==> src/rtl/core_pkg.sv <==
// Shared core types: ALU command encoding and the decoder-facing instruction types
// used by instr_stencil and the nibble-serial ALU.
package core_pkg;

  typedef enum logic [2:0] {
    ALU_ADD  = 3'd0,
    ALU_SUB  = 3'd1,
    ALU_AND  = 3'd2,
    ALU_OR   = 3'd3,
    ALU_XOR  = 3'd4,
    ALU_SLT  = 3'd5,
    ALU_SLTU = 3'd6,
    ALU_RSVD = 3'd7
  } AluCtrl;

  typedef logic [4:0]  RegAddr;
  typedef logic [31:0] Instruction;

  typedef enum logic [6:0] {
    OPC_LOAD   = 7'b0000011,
    OPC_OP_IMM = 7'b0010011,
    OPC_AUIPC  = 7'b0010111,
    OPC_STORE  = 7'b0100011,
    OPC_OP     = 7'b0110011,
    OPC_LUI    = 7'b0110111,
    OPC_BRANCH = 7'b1100011,
    OPC_JALR   = 7'b1100111,
    OPC_JAL    = 7'b1101111,
    OPC_SYSTEM = 7'b1110011
  } OpCode;

  typedef struct packed {
    AluCtrl ctrl;
    logic   one_nibble;
    logic   use_imm;
    RegAddr rd;
    RegAddr rs1;
    RegAddr rs2;
  } DecodedAluCmd;

  localparam int unsigned NIBBLES = 8;

  // Subtract-style ops feed an inverted operand B with carry-in 1 at nibble 0.
  function automatic logic ctrl_is_sub(AluCtrl c);
    return (c == ALU_SUB) || (c == ALU_SLT) || (c == ALU_SLTU);
  endfunction

endpackage

==> src/rtl/loop_over_all_nibbles_if.sv <==
// Caller <-> nibble-serial ALU handshake and operand/result bus.
interface loop_over_all_nibbles_if;
  import core_pkg::*;

  logic        loop_perm_to_count;
  logic        loop_over_one_nibble;
  AluCtrl      ctrl;
  logic [31:0] word1;
  logic [31:0] word2;
  logic [31:0] result;
  logic        busy;
  logic        result_carry;

  modport master (
    output loop_perm_to_count, loop_over_one_nibble, ctrl, word1, word2,
    input  result, busy, result_carry
  );

  modport slave (
    input  loop_perm_to_count, loop_over_one_nibble, ctrl, word1, word2,
    output result, busy, result_carry
  );

endinterface

==> src/rtl/nibble_alu.sv <==
// Combinational 4-bit ALU slice; logic ops report no carry-out.
module nibble_alu
  import core_pkg::*;
(
  input  logic [3:0] a,
  input  logic [3:0] b,
  input  logic       cin,
  input  AluCtrl     ctrl,
  output logic [3:0] y,
  output logic       cout,
  output logic       sign,
  output logic       overflow
);

  logic [3:0] b_eff;
  logic [4:0] sum;

  // Adder path shared by ADD/SUB/SLT/SLTU, logic ops selected over it.
  always_comb begin
    b_eff    = ctrl_is_sub(ctrl) ? ~b : b;
    sum      = {1'b0, a} + {1'b0, b_eff} + {4'd0, cin};
    sign     = sum[3];
    overflow = (a[3] == b_eff[3]) && (sum[3] != a[3]);
    case (ctrl)
      ALU_AND: begin y = a & b; cout = 1'b0; end
      ALU_OR:  begin y = a | b; cout = 1'b0; end
      ALU_XOR: begin y = a ^ b; cout = 1'b0; end
      default: begin y = sum[3:0]; cout = sum[4]; end
    endcase
  end

endmodule

==> src/rtl/loop_over_all_nibbles.sv <==
// Nibble-serial 32-bit ALU: one 4-bit slice per clock, LSB first, carry chained
// through a register; optional one-nibble increment mode with early stop.
module loop_over_all_nibbles
  import core_pkg::*;
(
  input  logic                    clk,
  input  logic                    rst_n,
  loop_over_all_nibbles_if.slave  bus
);

  logic [2:0]  curr_nibble_idx_q, curr_nibble_idx_d;
  logic        carry_q, carry_d;
  logic [31:0] result_q, result_d;
  logic        result_carry_q, result_carry_d;

  logic        perm_to_count;
  logic        one_nib;
  AluCtrl      op;
  logic        last_nib;
  logic [3:0]  a_nib, b_nib, y_nib;
  logic        cin, cout, sign, ovf;
  logic        early_done, busy, lt;

  nibble_alu u_nibble_alu (
    .a        (a_nib),
    .b        (b_nib),
    .cin      (cin),
    .ctrl     (op),
    .y        (y_nib),
    .cout     (cout),
    .sign     (sign),
    .overflow (ovf)
  );

  // Slice operand selection and completion detection.
  always_comb begin
    perm_to_count = bus.loop_perm_to_count;
    one_nib       = bus.loop_over_one_nibble;
    op            = one_nib ? ALU_ADD : bus.ctrl;
    last_nib      = (curr_nibble_idx_q == 3'd7);
    a_nib         = bus.word1[4*curr_nibble_idx_q +: 4];
    if (one_nib && (curr_nibble_idx_q != 3'd0)) begin
      b_nib = 4'd0;
    end else begin
      b_nib = bus.word2[4*curr_nibble_idx_q +: 4];
    end
    cin        = (curr_nibble_idx_q == 3'd0) ? ctrl_is_sub(op) : carry_q;
    early_done = one_nib && !cout;
    busy       = perm_to_count && !last_nib && !early_done;
    lt         = (op == ALU_SLTU) ? ~cout : (sign ^ ovf);
  end

  // Next-state: advance one slice per permitted cycle, park at nibble 0 otherwise.
  always_comb begin
    curr_nibble_idx_d = curr_nibble_idx_q;
    carry_d           = carry_q;
    result_d          = result_q;
    result_carry_d    = result_carry_q;
    if (!perm_to_count) begin
      curr_nibble_idx_d = 3'd0;
      carry_d           = 1'b0;
    end else begin
      curr_nibble_idx_d = busy ? (curr_nibble_idx_q + 3'd1) : 3'd0;
      carry_d           = cout;
      result_carry_d    = cout;
      if (one_nib && (curr_nibble_idx_q == 3'd0)) begin
        result_d = {bus.word1[31:4], y_nib};
      end else if (last_nib && ((op == ALU_SLT) || (op == ALU_SLTU))) begin
        result_d = {31'd0, lt};
      end else begin
        result_d[4*curr_nibble_idx_q +: 4] = y_nib;
      end
    end
  end

  // State registers with asynchronous active-low reset.
  always_ff @(posedge clk or negedge rst_n) begin
    if (!rst_n) begin
      curr_nibble_idx_q <= 3'd0;
      carry_q           <= 1'b0;
      result_q          <= 32'd0;
      result_carry_q    <= 1'b0;
    end else begin
      curr_nibble_idx_q <= curr_nibble_idx_d;
      carry_q           <= carry_d;
      result_q          <= result_d;
      result_carry_q    <= result_carry_d;
    end
  end

  assign bus.busy         = busy;
  assign bus.result       = result_q;
  assign bus.result_carry = result_carry_q;

endmodule

==> src/flat_wrapper.sv <==
// flat-port wrapper written by rule: the top's interface ports become plain ports
module loop_over_all_nibbles_flat import core_pkg::*;
  (clk, rst_n, bus_loop_perm_to_count, bus_loop_over_one_nibble, bus_ctrl, bus_word1, bus_word2, bus_result, bus_busy, bus_result_carry);
  loop_over_all_nibbles_if bus_i ();
  input  logic clk;
  input  logic rst_n;
  input wire logic [$bits(bus_i.loop_perm_to_count)-1:0] bus_loop_perm_to_count;
  input wire logic [$bits(bus_i.loop_over_one_nibble)-1:0] bus_loop_over_one_nibble;
  input wire logic [$bits(bus_i.ctrl)-1:0] bus_ctrl;
  input wire logic [$bits(bus_i.word1)-1:0] bus_word1;
  input wire logic [$bits(bus_i.word2)-1:0] bus_word2;
  output wire logic [$bits(bus_i.result)-1:0] bus_result;
  output wire logic [$bits(bus_i.busy)-1:0] bus_busy;
  output wire logic [$bits(bus_i.result_carry)-1:0] bus_result_carry;
  assign bus_i.loop_perm_to_count = bus_loop_perm_to_count;
  assign bus_i.loop_over_one_nibble = bus_loop_over_one_nibble;
  assign bus_i.ctrl = bus_ctrl;
  assign bus_i.word1 = bus_word1;
  assign bus_i.word2 = bus_word2;
  assign bus_result = bus_i.result;
  assign bus_busy = bus_i.busy;
  assign bus_result_carry = bus_i.result_carry;
  loop_over_all_nibbles u_core (.clk(clk), .rst_n(rst_n), .bus(bus_i));
endmodule
==> config.mk <==
export PLATFORM = sky130hd
export DESIGN_NAME = loop_over_all_nibbles_flat
export DESIGN_NICKNAME = d
export VERILOG_FILES = /design/src/rtl/core_pkg.sv /design/src/rtl/loop_over_all_nibbles_if.sv /design/src/rtl/nibble_alu.sv /design/src/rtl/loop_over_all_nibbles.sv /design/src/flat_wrapper.sv
export SDC_FILE = /design/constraint.sdc
export NUM_CORES = 1
export LEC_CHECK = 0
export ABC_CLOCK_PERIOD_IN_PS = 10200
export CELL_PAD_IN_SITES_DETAIL_PLACEMENT = 1
export CELL_PAD_IN_SITES_GLOBAL_PLACEMENT = 1
export CORE_ASPECT_RATIO = 1.1
export CORE_UTILIZATION = 37
export CTS_CLUSTER_DIAMETER = 50
export CTS_CLUSTER_SIZE = 25
export DETAILED_ROUTE_END_ITERATION = 8
export PLACE_DENSITY_LB_ADDON = 0.1
export SETUP_SLACK_MARGIN = 0.5
export SLEW_MARGIN = 20
export SYNTH_ARGS = -nofsm -noshare
export SYNTH_HDL_FRONTEND = slang
export SYNTH_HIERARCHICAL = 1
export SYNTH_SLANG_ARGS = --single-unit
==> constraint.sdc <==
create_clock -name clk -period 10.2 [get_ports clk]
set_input_delay 2.04 -clock clk [delete_from_list [all_inputs] [get_ports clk]]
set_output_delay 2.04 -clock clk [all_outputs]
set_load 0.02 [all_outputs]
==> results of run 1 <==
-- worst max path at each step --
stage | end | slack, ps | cells after the start
after detailed placement | bus_busy | 2060 | 13
after global placement | bus_busy | 2310 | 13
after CTS | bus_busy | 2050 | 13
after global routing | bus_busy | 1760 | 13
after floorplan | bus_busy | 3860 | 12
final | bus_busy | 2090 | 13
-- placed cells by master, fill, tap and decap left out, drive strengths merged, types with 2 or more instances in the layout --
master and instances:
a211oi 2, a21o 5, a21oi 15, a22o 11, a22oi 17, a32o 4
and2 5, buf 3, clkbuf 6, clkdlybuf4s50 103, clkinv 2, dfrtp 37
fa 2, ha 18, inv 11, mux2 14, mux2i 6, mux4 16
nand2 42, nand2b 7, nand3b 3, nor2 11, nor2b 8, nor3 4
nor3b 4, nor4 3, o21ai 22, xnor2 7, xor2 2
-- Yosys cell counts (5+ instances only) --
cell,count
o21ai_1,12
nand2b_1,7
xnor2_1,7
mux2_2,14
nand2_1,40
a22o_1,11
nor2_1,10
and2_1,5
ha_1,18
inv_1,10
mux4_2,16
mux2i_1,5
nor2b_1,7
a22oi_1,17
buf_1,6
dfrtp_1,37
buf_2,5
a21oi_1,12
o21ai_0,9
-- registers in the layout, indices dropped and copies added (netlist names) --
| name | cells |
|---|---|
| u_core/curr_nibble_idx_q | 3 |
| u_core/bus.result | 32 |
| u_core/carry_q | 1 |
| u_core/bus.result_carry | 1 |
-- stage by stage --
stage | total power [mW] | setup slack, ps
after floorplan | 0.532 | 3860
after global placement | 0.728 | 2310
after detailed placement | 0.736 | 2060
after CTS | 0.872 | 2050
after global routing | 0.920 | 1760
final | 0.863 | 2090
-- kinds of logic (layout without fill, tap and decap cells) --
kind of cell / Yosys count / after routing
multiplexers: 36 / 36
AO/OA/AOI/OAI: 80 / 80
adder cells (fa/ha/maj): 20 / 20
AND/OR/NAND/NOR: 94 / 94
buffers and inverters: 29 / 126
flip-flops: 37 / 37
XOR/XNOR: 9 / 9
-- tightest hold or removal path: cells and delay by family (launching register included) --
family / cells / cell delay, ps
AO/OA/AOI/OAI: 1 / 60
AND/OR/NAND/NOR: 1 / 50
flip-flops: 1 / 350
-- area by class of cell --
cell class / count / area [um^2] / area share, %
inverter: 11 / 41.3 / 0.964
timing repair buffer: 107 / 1060 / 24.7
multi-input combinational: 239 / 2010 / 46.9
tap: 108 / 135 / 3.15
clock inverter: 3 / 43.8 / 1.02
sequential: 37 / 926 / 21.6
clock buffer: 5 / 68.8 / 1.61
-- where the power goes --
group,switching [mW],internal [mW],leakage (nW)
Sequential,0.0284,0.189,0.490
Combinational,0.281,0.233,1.19
Clock,0.0582,0.0733,0.0585
Total,0.368,0.495,1.74
-- metal layers --
layer / global-route usage [%] / vias up / wire (um)
li1: - / 1309 / -
met1: 31.3 / 1417 / 4240
met2: 42.8 / 62 / 5020
met3: 3.82 / 16 / 394
met4: 8.55 / 0 / 220
met5: 0 / - / 0
==> impl_metrics.ini, run 1 <==
[outcome]
status = completed

[setup_path]
crit_type = in -> out
crit_buf_inv = 2
worst-endpoint-arrival_ps = 6070
slowest_stage = nor2b_1
worstPathMaxFanout = 11
crit-reg2reg-capture = u_core/bus.result[9]
reg2reg_slack_ps = 5430
cp.required_ps = 8160
crit_family = simple AND/OR/NAND/NOR gates
cp-end-kind = primary output
reg2reg_depth = 12
startpoint = bus_loop_over_one_nibble
reg2reg_from = u_core/curr_nibble_idx_q[1]
critPathLaunchType = input pin
critPathMaxStageDelay_ps = 720
cp_cell_sequence = clkdlybuf4s50_1 -> nor2b_1 -> and2b_4 -> mux2i_4 -> xnor2_1 -> fa_1 -> fa_1 -> a21o_1 -> a21oi_1 -> nor2_1 -> nor2b_1 -> nor3b_1 -> clkdlybuf4s50_1

[power_and_ir_drop]
ir_drop_v = 0.0000788
power_leakage_nw = 1.74
powerDensity_nw_per_um2 = 201

[cells_and_area]
antenna_cells = 0
syn_to_final_growth_pct = 39.2
final_cell_area_um2 = 4280
nets = 492
layout-drive-gt1-share_pct = 14.4
instances_no_fill = 510
fin_util_pct = 53.6
nFillCells = 918

[global_routing]
track_usage_pct = 24.9
grt_overflow_total = 0
antenna_found_initial = 0
grt_pass1_vias = 3098
grt_pass1_wl_mm = 16.2
grt_max_degree = 38

[sta]
worst_pin_slew_ps = 1140
timing.hold.ws_ps = 493
maxSlewViolCount = 0
final.period_utilization_pct = 79.5
final_hold_viol_count = 0
min_period_ps = 8110
finClkSkew_ps = 6.51
tns_ps = 0
fmax_ghz = 0.123
rsz0062_at_grt = no
final-setup-viol-count = 0
slew_headroom_pct = 21.9

[routing]
wl_mm = 9.88
drc = 0
via_count = 2804
viasPerCell = 5.50
dr.pass1.iters = 4
ant_nets = 0
avgRoutedWirePerCell_um = 19.4
drtIter0Drc = 117

[placement]
place_congestion = 0.791
port_buffers = 104
place_inst = 502
dpl_cell_area_um2 = 4170
dp_hpwl_mm = 7.76

[floorplan]
die_w_um = 89.0
initial_core_util_pct = 38.5
rows = 34
die_y_um = 97.7
io_pins = 105
core_um2 = 8000
die_area_um2 = 8690

[cts]
root_buffer = clkbuf_8
clk_latency_ps = 300
cts_tree = yes
postCtsHoldBufs = 0
cts.sinks = 37
cts_buffers = 5
post_cts_buffers = 0
path_clk_slew_ps = 70
clock_path_buffers = 2
htree_levels = 2
ctsResizeCount = 0

[synth]
synth_compound_area_share_pct = 18.0
yosys_most_used_dff = dfrtp_1
synth_xor_area_share_pct = 2.56
synth_top_cell_area_share_pct = 30.1
syn_avg_cell_area_um2 = 10.1
syn_area_um2 = 3080
synthMuxAreaShare_pct = 19.2
synth_top_family_by_area = multiplexers
netlist_top_cells_area = dfrtp_1, mux4_2, ha_1, mux2_2, nand2_1
synthCells = 305
synthAdderAreaFrac_pct = 8.62
synth.largest_area_cell = dfrtp_1
synth.distinct_cells = 52
yosys_warnings = 6
syn_nets = 396
synthSimpleGateAreaFrac_pct = 16.9
ys_seq_area_share_pct = 30.1
async_flop_share_pct = 100
synth_edf_count = 0
ys_ff_latch = 37

[worst_hold_path]
worstHoldEndpoint = u_core/bus.result[16]
min-delay-start = u_core/bus.result[16]
worstHoldPathCells = 2
hold_path.class = reg -> reg

[job]
maxCapViolations = 0
Power figures use the tool's default switching activity.
==> inputs of run 2 (changes only) <==
--- a/config.mk
+++ b/config.mk
@@ -5,11 +5,11 @@
 export SDC_FILE = /design/constraint.sdc
 export NUM_CORES = 1
 export LEC_CHECK = 0
-export ABC_CLOCK_PERIOD_IN_PS = 10200
+export ABC_CLOCK_PERIOD_IN_PS = 6790
 export CELL_PAD_IN_SITES_DETAIL_PLACEMENT = 1
 export CELL_PAD_IN_SITES_GLOBAL_PLACEMENT = 1
 export CORE_ASPECT_RATIO = 1.1
-export CORE_UTILIZATION = 37
+export CORE_UTILIZATION = 31
 export CTS_CLUSTER_DIAMETER = 50
 export CTS_CLUSTER_SIZE = 25
 export DETAILED_ROUTE_END_ITERATION = 8
==> constraint.sdc (replaced) <==
create_clock -name clk -period 6.79 [get_ports clk]
set_input_delay 1.358 -clock clk [delete_from_list [all_inputs] [get_ports clk]]
set_output_delay 1.358 -clock clk [all_outputs]
set_load 0.02 [all_outputs]
==> run 2 against run 1 <==
Global-route usage fell by 5.1 points. Combinational power increased by 50%. Critical path depth is the same. First-iteration DRC count increased by 25%. Sequential share of layout area shrank 0.14 points. Utilization down 8.1 points. Critical path type unchanged. Critical endpoint unchanged.
==> impl_metrics.ini, run 2 (synthesized netlist as in run 1, its figures left out) <==
[sta]
finClkSkew_ps = 8.01
worst_pin_slew_ps = 1030
final-setup-viol-count = 0
rsz0062_at_grt = no
min_period_ps = 6050
final_hold_viol_count = 0
fmax_ghz = 0.165
maxSlewViolCount = 0
final.period_utilization_pct = 89.1
worst_slack_ps = 743
tns_ps = 0
slew_headroom_pct = 29.3
timing.hold.ws_ps = 493

[placement]
place_inst = 515
pre_cts_slack_ps = 657
place_congestion = 0.802
port_buffers = 104
dp_hpwl_mm = 7.78
dpl_cell_area_um2 = 4210

[cells_and_area]
instances_no_fill = 522
antenna_cells = 0
layout-drive-gt1-share_pct = 15.6
nFillCells = 1076
largest_register_ffs = 32
final_cell_area_um2 = 4310
nets = 496
final_cell_mix = clkdlybuf4s50_1, nand2_1, dfrtp_1
mostFrequentLayoutCell = clkdlybuf4s50_1
syn_to_final_growth_pct = 40.1

[cts]
htree_levels = 2
path_clk_slew_ps = 80
cts.sinks = 37
root_buffer = clkbuf_8
ctsResizeCount = 0
clock_path_buffers = 2
postCtsHoldBufs = 0
cts_buffers = 5
cts_tree = yes
clk_latency_ps = 290
post_cts_buffers = 0

[setup_path]
cp.required_ps = 5430
critPathMaxStageDelay_ps = 540
worst-endpoint-arrival_ps = 4690
slowest_stage = clkdlybuf4s50_1
cp_cell_sequence = clkdlybuf4s50_1 -> nor2b_1 -> and2b_4 -> mux2i_4 -> xnor2_1 -> fa_1 -> fa_1 -> a21o_1 -> a21oi_1 -> nor2_1 -> nor2b_1 -> nor3b_2 -> clkdlybuf4s50_1
critPathLaunchType = input pin
worstPathMaxFanout = 5
crit_type = in -> out
cp-end-kind = primary output
reg2reg_depth = 11

[power_and_ir_drop]
power_leakage_nw = 1.76
powerDensity_nw_per_um2 = 291
p_seq_share_pct = 25.5
p_sw_share_pct = 42.8
p_clk_share_pct = 12.8
p_int_mw = 0.717
comb_power_share_pct = 61.7
p_sw_mw = 0.537
ir_drop_v = 0.000110

[floorplan]
die_y_um = 107
initial_core_util_pct = 32.4
die_w_um = 97.0
rows = 37
die_area_um2 = 10300
io_pins = 105
core_um2 = 9490

[routing]
drtIter0Drc = 146
wl_mm = 9.83
viasPerCell = 5.34
dr.pass1.iters = 4
drc = 0
ant_nets = 0
avgRoutedWirePerCell_um = 18.8
via_count = 2789

[global_routing]
grt_max_degree = 38
grt_overflow_total = 0
antenna_found_initial = 0
grt_pass1_vias = 3083
track_usage_pct = 19.8
grt_pass1_wl_mm = 16.2

[worst_hold_path]
hold_path.class = reg -> reg
worstHoldPathCells = 2

[outcome]
status = completed

[job]
maxCapViolations = 0
==> run 2: final cells by class <==
type                    instances  area [um^2]  area share [%]
multi-input cells             239         2020            46.9
repair buffers                111         1090            25.3
flip-flops and latches         37          926            21.5
well taps                     117          146            3.40
clock buffers                   7         86.3            2.00
inverters                      11         41.3           0.958
==> run 2: critical path, delay by kind of cell <==
family | cells | cell delay, ps
AOI/OAI and AO/OA | 2 | 330
xor gates and xnor gates | 1 | 110
adders and majority gates | 2 | 830
buffers and inverters | 2 | 1080
muxes | 1 | 220
and+or+nand+nor | 5 | 760
==> run 2: path summary, 6_finish.rpt <==
kind / slack [ps] / start / end
worst min-delay path: 490 / u_core/bus.result[16] / u_core/bus.result[16]
worst max-delay path: 740 / bus_ctrl[0] / bus_busy
min in group asynchronous: 1180 / rst_n / u_core/bus.result[30]
worst max register to register: 2450 / u_core/curr_nibble_idx_q[2] / u_core/bus.result[9]
worst min register to register: 490 / u_core/bus.result[16] / u_core/bus.result[16]
max in group asynchronous: 5050 / rst_n / u_core/bus.result[0]
==> run 2: power by group through the flow <==
stage	combinational [mW]	sequential (mW)	clock (mW)
after detailed placement	0.773	0.324	0
final	0.773	0.320	0.160
after global placement	0.767	0.324	0
after CTS	0.778	0.322	0.168
after floorplan	0.404	0.395	0
after global routing	0.838	0.328	0.173
==> run 2: through the flow <==
step	util (%)	power, mW
3_5_place_dp	44.4	1.10
4_1_cts	45.3	1.27
5_1_grt	45.4	1.34
3_3_place_gp	44.4	1.09
2_1_floorplan	-	0.800
6_report	45.4	1.25
==> run 2: layer usage <==
layer / part of all wire, % / global-route usage [%] / up-vias
li1: - / - / 1317
met1: 43 / 24.8 / 1388
met2: 52 / 35.5 / 74
met3: 3.8 / 2.50 / 10
met4: 1.4 / 5.86 / 0
met5: 0 / 0 / -
==> inputs of run 3 (changes only) <==
--- a/config.mk
+++ b/config.mk
@@ -20,3 +20,4 @@
 export SYNTH_HDL_FRONTEND = slang
 export SYNTH_HIERARCHICAL = 1
 export SYNTH_SLANG_ARGS = --single-unit
+export TNS_END_PERCENT = 5
==> results of run 3 <==
The final DEF is identical to that of run 2; final timing and power are the same.
==> variant 1, RTL diff (flow settings as in run 2) <==
`result_q` no longer has a reset.
--- a/src/rtl/loop_over_all_nibbles.sv
+++ b/src/rtl/loop_over_all_nibbles.sv
@@ -79,12 +79,14 @@
       curr_nibble_idx_q <= 3'd0;
       carry_q           <= 1'b0;
-      result_q          <= 32'd0;
       result_carry_q    <= 1'b0;
     end else begin
       curr_nibble_idx_q <= curr_nibble_idx_d;
       carry_q           <= carry_d;
-      result_q          <= result_d;
       result_carry_q    <= result_carry_d;
     end
+  end
+
+  always_ff @(posedge clk) begin
+    result_q <= result_d;
   end
 
Check against the original RTL: not equivalent (Yosys sat finds a counterexample within 4 cycles, from zero or initial values and one cycle with rst_n low).
==> variant 1 against run 2 <==
Routed wire length shrank 4.1%; worst setup slack gained 0.30 ns; clock skew grew 0.00094 ns; first-iteration DRC count shrank 51%; synthesized area shrank 2.2%; sequential cell count is the same; cell area shrank 0.70%; power shrank 15%.
==> variant 1: results (changes against run 2) <==
* Slowest library cell on the worst path: mux4_1
* Global-route met2 utilization at 33.8% (-1.6 points)
* R2R cell count at 12 (+1)
* Maximum ir drop on the vdd rail at 0.121 mV (+9.9%)
* Overall global routing resource usage at 19.7% (-0.046 points)
* Starting DRC count in detailed routing at 71 (-51%)
* Mean post-synth cell area at 10.6 um^2 (+5.0%)
* Final weighted congestion in routability-driven placement at 0.807 (+0.71%)
* Post-DR wirelength/cell at 18.6 um (-1.3%)
* EDFF count, synth at 32 (+32)
* Worst reg2reg setup slack at 2.55 ns (+0.10 ns)
* Launching point of the worst reg2reg path: u_core/curr_nibble_idx_q[0]
* Leading post-synthesis cells by instance count: 66 x nand2_1, 32 x edfxtp_1, 21 x o21ai_0, 18 x ha_1, 15 x mux4_1
* Transition time at the pin with the least slew margin at 0.834 ns (-0.197 ns)
* Met2 wire length at 4770 um (-6.0%)
* Synthesized netlist net count at 375 (-5.3%)
* Clock Skew at 0.00894 ns (+0.000937 ns)
* Worst hold endpoint: u_core/bus.result_carry
* Postcts setup bufs at 0 (unchanged)
* # nets final at 480 (-3.2%)
* Proportion of synthesized flip-flops having asynchronous set or reset at 13.5% (-86 points)
* Post-DP HPWL at 7680 um (-1.3%)
* Delay of the slowest critical-path stage at 0.50 ns (-0.04 ns)
* Peak fanout along the critical path at 4 (-1)
* Via count of the first global-routing pass at 2821 (-8.5%)
* Result of the run: finished, final reports clean
* Pin count of the biggest net entering global routing at 32 (-16%)
* Met3 routed WL at 453 um (+21%)
* Placed Cells incl. Taps at 499 (-3.1%)
* Worst-case setup slack after placement at 0.648 ns (-0.00913 ns)
* Top delay family on crit path: adder cells
* Fmax at 174 MHz (+5.2%)
* Number of fill cells in the layout at 1040 (-3.3%)
* Number of distinct library cells after synthesis at 50 (-3.8%)
* Leakage Power at 1.62 nW (-8.3%)
* Top_reg_cell synth: edfxtp_1
* Met1 layer usage reported by global route at 25.7% (+0.94 points)
* Fraction of layout instances using a drive strength above 1 at 9.23% (-6.3 points)
* Launching instance or port of the critical path: bus_word2[4]
* Average vias per placed instance at 5.19 (-2.9%)
* Placement-stage cell area at 4160 um^2 (-1.3%)
* Global-route wire length before repair at 14900 um (-7.8%)
* Worst hold-check slack at 0.523 ns (+0.0307 ns)
* Arrival time of data at the critical path endpoint at 4.39 ns (-0.30 ns)
* Met3 Use GR at 3.17% (+0.68 points)
* R2r endpoint: u_core/bus.result[5]
* Post-synthesis sequential area ratio at 36.1% (+6.0 points)
-- variant 1: layout make-up --
cell class / instances / area (um^2) / area share [%]
Inverter: 11 / 46.3 / 1.08
Sequential cell: 37 / 1090 / 25.4
Timing Repair Buffer: 112 / 1110 / 25.8
Clock buffer: 5 / 68.8 / 1.61
Multi-Input combinational cell: 222 / 1790 / 41.7
Clock inverter: 3 / 41.3 / 0.964
Tap cell: 117 / 146 / 3.42
-- variant 1: power by group --
part / switching, mW / internal (mW)
Clock: 0.0853 / 0.108
Combinational: 0.310 / 0.251
Sequential: 0.0155 / 0.290
-- variant 1: cells by family after synthesis --
group | count (synthesis) | synth area share [%]
adders and majority gates | 20 | 8.82
DFF | 37 | 36.1
buffers and inverters | 25 | 4.78
muxes | 23 | 16.7
and+or+nand+nor | 108 | 17.5
AOI/OAI and AO/OA | 62 | 13.5
xor gates and xnor gates | 9 | 2.62
==> variant 2, RTL diff (settings of run 2) <==
Without the edit above. Reset style: synchronous (`rst_n`), changed in one clocked block. Comments in the files are not updated.
--- a/src/rtl/loop_over_all_nibbles.sv
+++ b/src/rtl/loop_over_all_nibbles.sv
@@ -75,5 +75,5 @@
 
   // State registers with asynchronous active-low reset.
-  always_ff @(posedge clk or negedge rst_n) begin
+  always_ff @(posedge clk) begin
     if (!rst_n) begin
       curr_nibble_idx_q <= 3'd0;
Formal check against the unedited RTL: differs if rst_n is asserted again (counterexample within 4 cycles, from zero or initial values and one cycle with rst_n low); with rst_n held inactive, the same outputs for 10 cycles.
==> variant 2 against run 2 <==
The flow now finishes with violations (DRC); hold slack worse by 0.016 ns; cell area is 2.4% higher; via count is 14% higher; worst setup slack better by 0.30 ns; sequential share of layout area is 4.7 points lower; highest routed layer unchanged; sequential cell count stayed put; critical endpoint unchanged; critical path depth stayed put; core utilization is 0.81 points lower; routed wire length is 16% higher; synthesized area is 2.3% higher; non-clock buffer count is 1 higher.
Power is not compared: it rests on default switching activity, and its combinational part moved more than twofold at a synthesized area within 25%.
==> variant 2: results (changes against run 2) <==
* Leading post-synthesis cells by instance count: 41 x nand2_1, 37 x dfxtp_1, 26 x a21oi_1, 18 x ha_1, 18 x inv_1
* Transition time at the pin with the least slew margin at 0.916 ns (-0.114 ns)
* Post-synthesis sequential area ratio at 23.5% (-6.6 points)
* Number of fill cells in the layout at 1173 (+9.0%)
* Worst-case setup slack after placement at 0.580 ns (-0.0772 ns)
* Final weighted congestion in routability-driven placement at 0.832 (+3.8%)
* Vias post-DR at 3181 (+14%)
* Failing checks: DRC
* Fraction of layout instances using a drive strength above 1 at 11.4% (-4.1 points)
* Pin count of the biggest net entering global routing at 32 (-16%)
* Class of the worst hold path: reg -> reg
* Post-DR wirelength/cell at 20.0 um (+6.4%)
* Arrival time of data at the critical path endpoint at 4.39 ns (-0.30 ns)
* Wire length after detailed routing at 11400 um (+16%)
* Flip-flop count of the largest register, all copies and words added at 32 (unchanged)
* Via count of the first global-routing pass at 3425 (+11%)
* Placement-stage cell area at 4260 um^2 (+1.2%)
* Proportion of synthesized flip-flops having asynchronous set or reset at 0% (-100 points)
* Count of TritonRoute iterations in the first routing pass at 6 (+2)
* Global-route wire length before repair at 18100 um (+12%)
* Congestion Overflow GR at 0 (unchanged)
* Overall global routing resource usage at 22.0% (+2.2 points)
* Mean post-synth cell area at 8.90 um^2 (-12%)
* Clock Skew at 0.00606 ns (-0.00195 ns)
* Placed Cells incl. Taps at 559 (+8.5%)
* Top post-synthesis cells by area: dfxtp_1 24%, mux4_2 11%, ha_1 7.2%, nand2_1 4.9%, a32oi_1 4.4%
* # nets final at 537 (+8.3%)
* Total inserted antenna cells at 0 (unchanged)
* Post-DP HPWL at 8950 um (+15%)
* Number of distinct library cells after synthesis at 59 (+13%)
* Htree depth at 2 (unchanged)
* Number of port buffers at 104 (unchanged)
* Result of the run: complete, but fails checks
* DRC violation count after routing at 3 (+3)
* Synthesized netlist net count at 445 (+12%)
* Starting DRC count in detailed routing at 93 (-36%)
* Maximum ir drop on the vdd rail at 0.145 mV
[variant 2: changes by cell type in the layout (fill, tap and decap cells not counted), moves of 13 or more]
cell and change:
a21oi_1 +14, a22oi_1 -17, a32oi_1 +16, dfrtp_1 -37
dfxtp_1 +37, mux2_2 -13, o31ai_1 +17
[variant 2: kinds of logic after synthesis]
family,share of synthesized area (%)
and+or+nand+nor,19.7
AOI/OAI and AO/OA,24.7
buffers and inverters,6.67
DFF,23.5
muxes,14.4
adders and majority gates,8.42
xor gates and xnor gates,2.50
[variant 2: critical path, stage by stage]
cell             delay, ns
clkdlybuf4s50_1       0.54
nor2b_1               0.21
and2b_4               0.23
mux2i_4               0.22
xnor2_1               0.12
fa_1                  0.41
fa_1                  0.42
a21o_1                0.19
a21oi_1               0.13
nor2_1                0.09
nor2b_1               0.17
nor3b_2               0.08
dlymetal6s2s_1        0.21
[variant 2: layout make-up]
type	instances	area, um^2	share of cell area [%]
Timing Repair Buffer	112	1110	25.1
Tap cell	120	150	3.40
Inverter	19	71.3	1.62
Clock buffer	5	68.8	1.56
Multi-Input combinational cell	271	2210	50.0
Sequential cell	37	741	16.8
Clock inverter	3	68.8	1.56
[variant 2: where the power goes]
group	internal, mW	switching, mW
combinational	0.164	0.190
clock	0.148	0.0913
sequential	0.235	0.0102
total	0.547	0.291
[variant 2: metrics by stage]
stage	util [%]	hold slack (ns)
after global placement	43.1	0.463
after detailed placement	43.1	0.468
final	44.6	0.477
after global routing	44.6	0.497
after CTS	44.5	0.482
after floorplan	-	0.537
[variant 2: repair_timing]
action | in CTS | in global routing
endpoints found under the setup margin | 0 | 1
hold buffers | 0 | 0
gates resized for setup | 0 | 4
[variant 2: worst paths after layout]
path                                             startpoint               endpoint  slack, ns  cells past startpoint
worst max-delay path                            bus_ctrl[0]               bus_busy       1.04                     13
worst max register to register  u_core/curr_nibble_idx_q[0]  u_core/bus.result[22]       2.86                     14
worst min register to register        u_core/bus.result[17]  u_core/bus.result[17]       0.48                      2
worst min-delay path                  u_core/bus.result[17]  u_core/bus.result[17]       0.48                      2
[variant 2: layer usage]
layer / up-vias / part of all wire [%] / GRT usage [%]
li1: 1529 / - / -
met1: 1574 / 46 / 28.5
met2: 72 / 50 / 39.1
met3: 6 / 3.7 / 2.34
met4: 0 / 1.1 / 5.19
met5: - / 0 / 0
